### src/rtl/mm_pkg.sv
// Shared state type and width helper for the matrix-multiply result reader.
package mm_pkg;

  typedef enum logic [2:0] {IDLE, READ, WAIT, SEND, DONE} mm_rd_state_t;

  function automatic int res_width(input int n, input int dw);
    return 2 * dw + $clog2(n);
  endfunction

endpackage

### src/rtl/mm_row_buf.sv
// One buffered result row (N banks wide), emitted one column per handshake.
module mm_row_buf
  import mm_pkg::*;
#(
  parameter int  N  = 4,
  parameter int  RW = res_width(4, 2),
  localparam int CW = $clog2(N)
) (
  input  logic            clk,
  input  logic            rst,
  input  logic            load,
  input  logic [N*RW-1:0] load_data,
  input  logic            load_last,
  input  logic            ready,
  output logic            valid,
  output logic [RW-1:0]   data,
  output logic [CW-1:0]   col,
  output logic            last_col,
  output logic            last
);

  logic [N*RW-1:0] row_q, row_d;
  logic            full_q, full_d;
  logic [CW-1:0]   col_q, col_d;
  logic            last_row_q, last_row_d;

  always_comb begin
    row_d      = row_q;
    full_d     = full_q;
    col_d      = col_q;
    last_row_d = last_row_q;
    if (load) begin
      row_d      = load_data;
      full_d     = 1'b1;
      col_d      = '0;
      last_row_d = load_last;
    end else if (full_q && ready) begin
      if (col_q == CW'(N - 1)) begin
        full_d = 1'b0;
        col_d  = '0;
      end else begin
        col_d = col_q + CW'(1);
      end
    end
  end

  always_ff @(posedge clk) begin
    if (!rst) begin
      row_q      <= '0;
      full_q     <= 1'b0;
      col_q      <= '0;
      last_row_q <= 1'b0;
    end else begin
      row_q      <= row_d;
      full_q     <= full_d;
      col_q      <= col_d;
      last_row_q <= last_row_d;
    end
  end

  assign valid    = full_q;
  assign data     = row_q[col_q*RW +: RW];
  assign col      = col_q;
  assign last_col = (col_q == CW'(N - 1));
  assign last     = full_q && last_col && last_row_q;

endmodule

### src/rtl/mm_result_reader.sv
// Drains N result banks address by address onto one row-major valid/ready stream.
// Define MM_RD_PREFETCH_EN for a second row buffer that makes the stream gap-free.
module mm_result_reader
  import mm_pkg::*;
#(
  parameter int  N          = 4,
  parameter int  DW         = 2,
  parameter int  BRAM_DEPTH = 32,
  localparam int RW         = res_width(N, DW),
  localparam int AW         = $clog2(BRAM_DEPTH),
  localparam int CW         = $clog2(N)
) (
  input  logic            clk,
  input  logic            rst,
  input  logic            start,
  input  logic [AW:0]     num_rows,
  output logic            rd_en,
  output logic [AW-1:0]   rd_addr,
  input  logic [N*RW-1:0] rd_data,
  output logic            m_valid,
  input  logic            m_ready,
  output logic [RW-1:0]   m_data,
  output logic            m_last,
  output logic [CW-1:0]   m_col,
  output logic            busy,
  output logic            done
);

  mm_rd_state_t  state_q, state_d;
  logic          rd_en_q, rd_en_d;
  logic [AW-1:0] rd_addr_q, rd_addr_d;
  logic [AW:0]   rows_q, rows_d;
  logic [AW:0]   issued_q, issued_d;
  logic          pend_q;
  logic          busy_q, busy_d;
  logic          done_q, done_d;
  logic          load_last, beat, row_end, next_row, prefetch;

  // The row landing now is the final one when the address just read is num_rows-1.
  assign load_last = ({1'b0, rd_addr_q} == rows_q - (AW+1)'(1));

`ifdef MM_RD_PREFETCH_EN
  logic [1:0]    buf_valid, buf_last_col, buf_last;
  logic [RW-1:0] buf_data [2];
  logic [CW-1:0] buf_col [2];
  logic          load_sel_q, load_sel_d, out_sel_q, out_sel_d;

  for (genvar i = 0; i < 2; i++) begin : g_buf
    mm_row_buf #(.N(N), .RW(RW)) u_buf (
      .clk       (clk),
      .rst       (rst),
      .load      (pend_q && (load_sel_q == 1'(i))),
      .load_data (rd_data),
      .load_last (load_last),
      .ready     (m_ready && (out_sel_q == 1'(i))),
      .valid     (buf_valid[i]),
      .data      (buf_data[i]),
      .col       (buf_col[i]),
      .last_col  (buf_last_col[i]),
      .last      (buf_last[i])
    );
  end

  assign m_valid  = buf_valid[out_sel_q];
  assign m_data   = buf_data[out_sel_q];
  assign m_col    = buf_col[out_sel_q];
  assign m_last   = buf_last[out_sel_q];
  assign beat     = m_valid && m_ready;
  assign row_end  = beat && buf_last_col[out_sel_q];
  assign next_row = 1'b0;
  // Only one read may be in flight, and only into an empty spare buffer.
  assign prefetch = (state_q == SEND) && !buf_valid[load_sel_q] && !rd_en_q && !pend_q &&
                    (issued_q != rows_q);

  always_comb begin
    load_sel_d = load_sel_q ^ pend_q;
    out_sel_d  = out_sel_q ^ row_end;
  end

  always_ff @(posedge clk) begin
    if (!rst) begin
      load_sel_q <= 1'b0;
      out_sel_q  <= 1'b0;
    end else begin
      load_sel_q <= load_sel_d;
      out_sel_q  <= out_sel_d;
    end
  end
`else
  logic buf_last_col;

  mm_row_buf #(.N(N), .RW(RW)) u_buf (
    .clk       (clk),
    .rst       (rst),
    .load      (pend_q),
    .load_data (rd_data),
    .load_last (load_last),
    .ready     (m_ready),
    .valid     (m_valid),
    .data      (m_data),
    .col       (m_col),
    .last_col  (buf_last_col),
    .last      (m_last)
  );

  assign beat     = m_valid && m_ready;
  assign row_end  = beat && buf_last_col;
  assign next_row = row_end && (issued_q != rows_q);
  assign prefetch = 1'b0;
`endif

  always_comb begin
    state_d   = state_q;
    rd_en_d   = 1'b0;
    rd_addr_d = rd_addr_q;
    rows_d    = rows_q;
    issued_d  = issued_q;
    unique case (state_q)
      IDLE: begin
        if (start) begin
          rows_d    = num_rows;
          rd_addr_d = '0;
          issued_d  = '0;
          if (num_rows == '0) begin
            state_d = DONE;
          end else begin
            state_d  = READ;
            rd_en_d  = 1'b1;
            issued_d = (AW+1)'(1);
          end
        end
      end
      READ: state_d = WAIT;
      WAIT: state_d = SEND;
      SEND: begin
        if (beat && m_last) begin
          state_d = DONE;
        end else if (next_row) begin
          state_d = READ;
        end
        if (next_row || prefetch) begin
          rd_en_d   = 1'b1;
          rd_addr_d = rd_addr_q + AW'(1);
          issued_d  = issued_q + (AW+1)'(1);
        end
      end
      DONE:    state_d = IDLE;
      default: state_d = IDLE;
    endcase
    busy_d = (state_d != IDLE);
    done_d = (state_d == DONE);
  end

  always_ff @(posedge clk) begin
    if (!rst) begin
      state_q   <= IDLE;
      rd_en_q   <= 1'b0;
      rd_addr_q <= '0;
      rows_q    <= '0;
      issued_q  <= '0;
      pend_q    <= 1'b0;
      busy_q    <= 1'b0;
      done_q    <= 1'b0;
    end else begin
      state_q   <= state_d;
      rd_en_q   <= rd_en_d;
      rd_addr_q <= rd_addr_d;
      rows_q    <= rows_d;
      issued_q  <= issued_d;
      pend_q    <= rd_en_q;
      busy_q    <= busy_d;
      done_q    <= done_d;
    end
  end

  assign rd_en   = rd_en_q;
  assign rd_addr = rd_addr_q;
  assign busy    = busy_q;
  assign done    = done_q;

endmodule

### config.mk
export PLATFORM = sky130hd
export DESIGN_NAME = mm_result_reader
export DESIGN_NICKNAME = d
export VERILOG_FILES = /design/src/rtl/mm_pkg.sv /design/src/rtl/mm_row_buf.sv /design/src/rtl/mm_result_reader.sv
export SDC_FILE = /design/constraint.sdc
export NUM_CORES = 1
export LEC_CHECK = 0
export CELL_PAD_IN_SITES_DETAIL_PLACEMENT = 1
export CELL_PAD_IN_SITES_GLOBAL_PLACEMENT = 1
export CORE_MARGIN = 4
export CORE_UTILIZATION = 40
export CTS_BUF_LIST = sky130_fd_sc_hd__clkbuf_8
export DETAILED_ROUTE_END_ITERATION = 7
export GPL_TIMING_DRIVEN = 0
export PLACE_DENSITY = 0.86
export SYNTH_ARGS = -nofsm -noshare
export SYNTH_HDL_FRONTEND = slang
export SYNTH_SLANG_ARGS = --single-unit
### constraint.sdc
create_clock -name clk -period 2.36 [get_ports clk]
set_input_delay 0.236 -clock clk [delete_from_list [all_inputs] [get_ports clk]]
set_output_delay 0.236 -clock clk [all_outputs]
set_load 0.01 [all_outputs]
==> metrics.txt <==
Layout Skew 11.76 ps; commonest cells in the netlist dfxtp_1, nor2b_1, mux2i_1; Worst Max-Slew Pin Slew 699.8 ps; TritonCTS clock tree yes; most frequent cell after synthesis dfxtp_1; TritonCTS Buffers 5; Routed Antenna Nets 0; Period minus WS final 2206 ps; Seq/Total Area, Yosys 42.73%; VDD IR max 0.0004337 V; initial antenna violation count 0; full die area 0.007403 mm2; period utilization 93.46%; pre-CTS setup slack 149.9 ps; CP Max Fanout 8; Worst Path Buf+Inv 2; IO Count 52; #FFs+latches synth 52; Slew HR 53.35%; f_max 453.4 MHz; # setup viols final 0; First-pass DRT Iterations 4; met1 wire length 2.940 mm; core region area 0.005921 mm2; overall routed net length 6.562 mm; hold_sp rd_en; worst min-delay path endpoint pend_q; Port Buffers 51; top cell type by total area after synthesis dfxtp_1; clock-pin slew on the worst setup and hold paths 100 ps; Leak 1.057 nW; DIE WIDTH 86.04 um; final worst setup slack 154.2 ps; via count 2008; worst-case reg-to-reg path depth 7; layout cells sized above 1 8.710%; worst reg2reg setup slack 410 ps; area grow syn2layout 28.61%; critical path data arrival time 1970 ps; largest net degree at the start of global routing 17; share of the synthesized area in the top cell type 42.73%; CP top delay family buffers and inverters; vias in the first global route 2150; H-tree depth 2; wire length on met2 3.280 mm; hpwl dp 4.828 mm; # Max-Cap Violations 0; Post-CTS Hold Fix Bufs 0; total grt overflow 0; Synth Cell Area 0.002436 mm2; Post-synth EDFFs 0; # nets final 347; max-slew violation count 0; maximum clock path buffer count 2; Fin. Hold Viols 0; RSZ-0062 raised after global routing false; syn nets 289; Root Driver clkbuf_8; R2R Path End rd_addr[3]; Placed Instance Area 0.003040 mm2; wire per inst 17.04 um; status completed; GRT Overall Usage 18.68%; DRC 0; asr flop ratio synth 0%; Synth cell types 39; CP required 2120 ps; hold path depth 1; number of vias per cell 5.216; top sig layer met4; n_diodes 0; Synth Area per Inst 9.706 um2; Crit. End Element output pin; final instance area 0.003133 mm2; CP max stage delay 530 ps; Die Ht 86.04 um; Ys Warns 0; first-pass GRT wire length 10.78 mm; Setup crit start kind flip-flop; Initial Util 41.15%; Worst-Skew Late Latency 310 ps; post-CTS setup buffer count 0; gpl congestion 0.7898; PwrDens 648.1 mW/mm2; Setup TNS 0 ps; Worst Hold Class flip-flop to flip-flop; worst r2r src u_buf.col[0]; kind of critical path flip-flop to output pin; metal3 WL 279 um; ys flop type dfxtp_1; row count 28; crit path cell chain clkbuf_4, mux4_2, clkdlybuf4s50_1; Final Util 52.92%; post-synthesis cell count 251; iteration-0 DRC count of the detailed router 111; slowest CP cell mux4_2; Num Clock Sinks 52; Area contributors post-synth dfxtp_1, mux2i_1, nor2b_1, mux4_2, xnor2_1
registers in the layout (all words and copies together) (netlist names), 2 cells and up:
| name | count |
|---|---|
| u_buf.row_q | 24 |
| issued_q | 6 |
| rows_q | 6 |
| rd_addr | 5 |
| state_q | 3 |
| u_buf.col | 2 |
report_power, final:
group          total [mW]  internal [mW]  switching [mW]
Combinational       0.497          0.252           0.245
Clock               0.516          0.207           0.308
Sequential           1.02          0.951          0.0677
worst reg2reg max path: stages, from the launching register on:
cell and delay (ps):
dfxtp_1 370, ha_1 230, and4_1 290, o2111ai_2 200, buf_4 240, buf_2 190
o21ai_0 210, a21oi_1 90
layer usage:
metal	up-vias	GRT usage, %
met3	7	4.035
met1	972	24.23
li1	989	-
met4	0	4.029
met5	-	0
met2	40	31.81
logic make-up (layout without fill, tap and decap cells):
group                    count (synthesis)  in the layout  share of synthesized area [%]
flip-flops                              52             52                          42.73
buffers and inverters                   22             81                          3.801
AND/OR/NAND/NOR                         91             91                          21.26
multiplexers                            31             31                          15.82
AO/OA/AOI/OAI                           38             38                          9.656
XOR/XNOR                                13             13                          4.674
adder cells (fa/ha/maj)                  4              4                          2.055
final cells by class:
class	instances	area, um2
Sequential cell	52	1041
Clock buffer	5	68.82
Timing Repair Buffer	51	510.5
Fill cell	671	2788
Clock inverter	3	20.02
Multi-Input combinational cell	177	1303
Tap cell	75	93.84
Buffer	15	70.07
Inverter	7	26.28
placed cells by master (no fill, tap or decap), types with 2 or more instances in the layout:
cell and count:
a21boi_0 6, a21oi_1 12, a31oi_1 2, and2_1 2, and3_1 4, buf_2 5
clkbuf_1 7, clkbuf_8 5, clkdlybuf4s50_1 51, dfxtp_1 52, ha_1 4, inv_1 8
mux2i_1 25, mux4_2 6, nand2_1 20, nand3_1 7, nand4_1 4, nor2_1 5
nor2b_1 29, nor3_1 2, o21a_1 2, o21ai_0 11, or2_2 2, or3_1 7
or4_1 2, xnor2_1 9, xor2_1 4
metrics by stage:
stage,cells,power (mW),hold slack (ps)
2_1_floorplan,251,1.332,380.9
3_3_place_gp,377,1.506,441.7
3_5_place_dp,377,1.530,451.1
4_1_cts,385,2.041,528.0
5_1_grt,385,2.142,553.9
6_report,385,2.030,517.4
worst max path at each step:
stage / startpoint / end / slack [ps] / cells past startpoint
final: u_buf.col[0] / m_data[1] / 150 / 3
after global routing: u_buf.col[1] / m_data[5] / 50 / 3
after CTS: u_buf.col[0] / m_data[1] / 50 / 3
after detailed placement: u_buf.col[0] / m_data[1] / 150 / 3
after global placement: u_buf.col[0] / m_data[1] / 190 / 3
after floorplan: rows_q[0] / u_buf.last_row_q / 710 / 7
repair_timing:
item / 4_1_cts / 5_1_grt
setup endpoints to repair: 6 / 6
pin swaps: 0 / 0
gates resized for setup: 1 / 2
hold endpoints to repair: 0 / 0
Note: power is estimated with default switching activity, not from simulation.
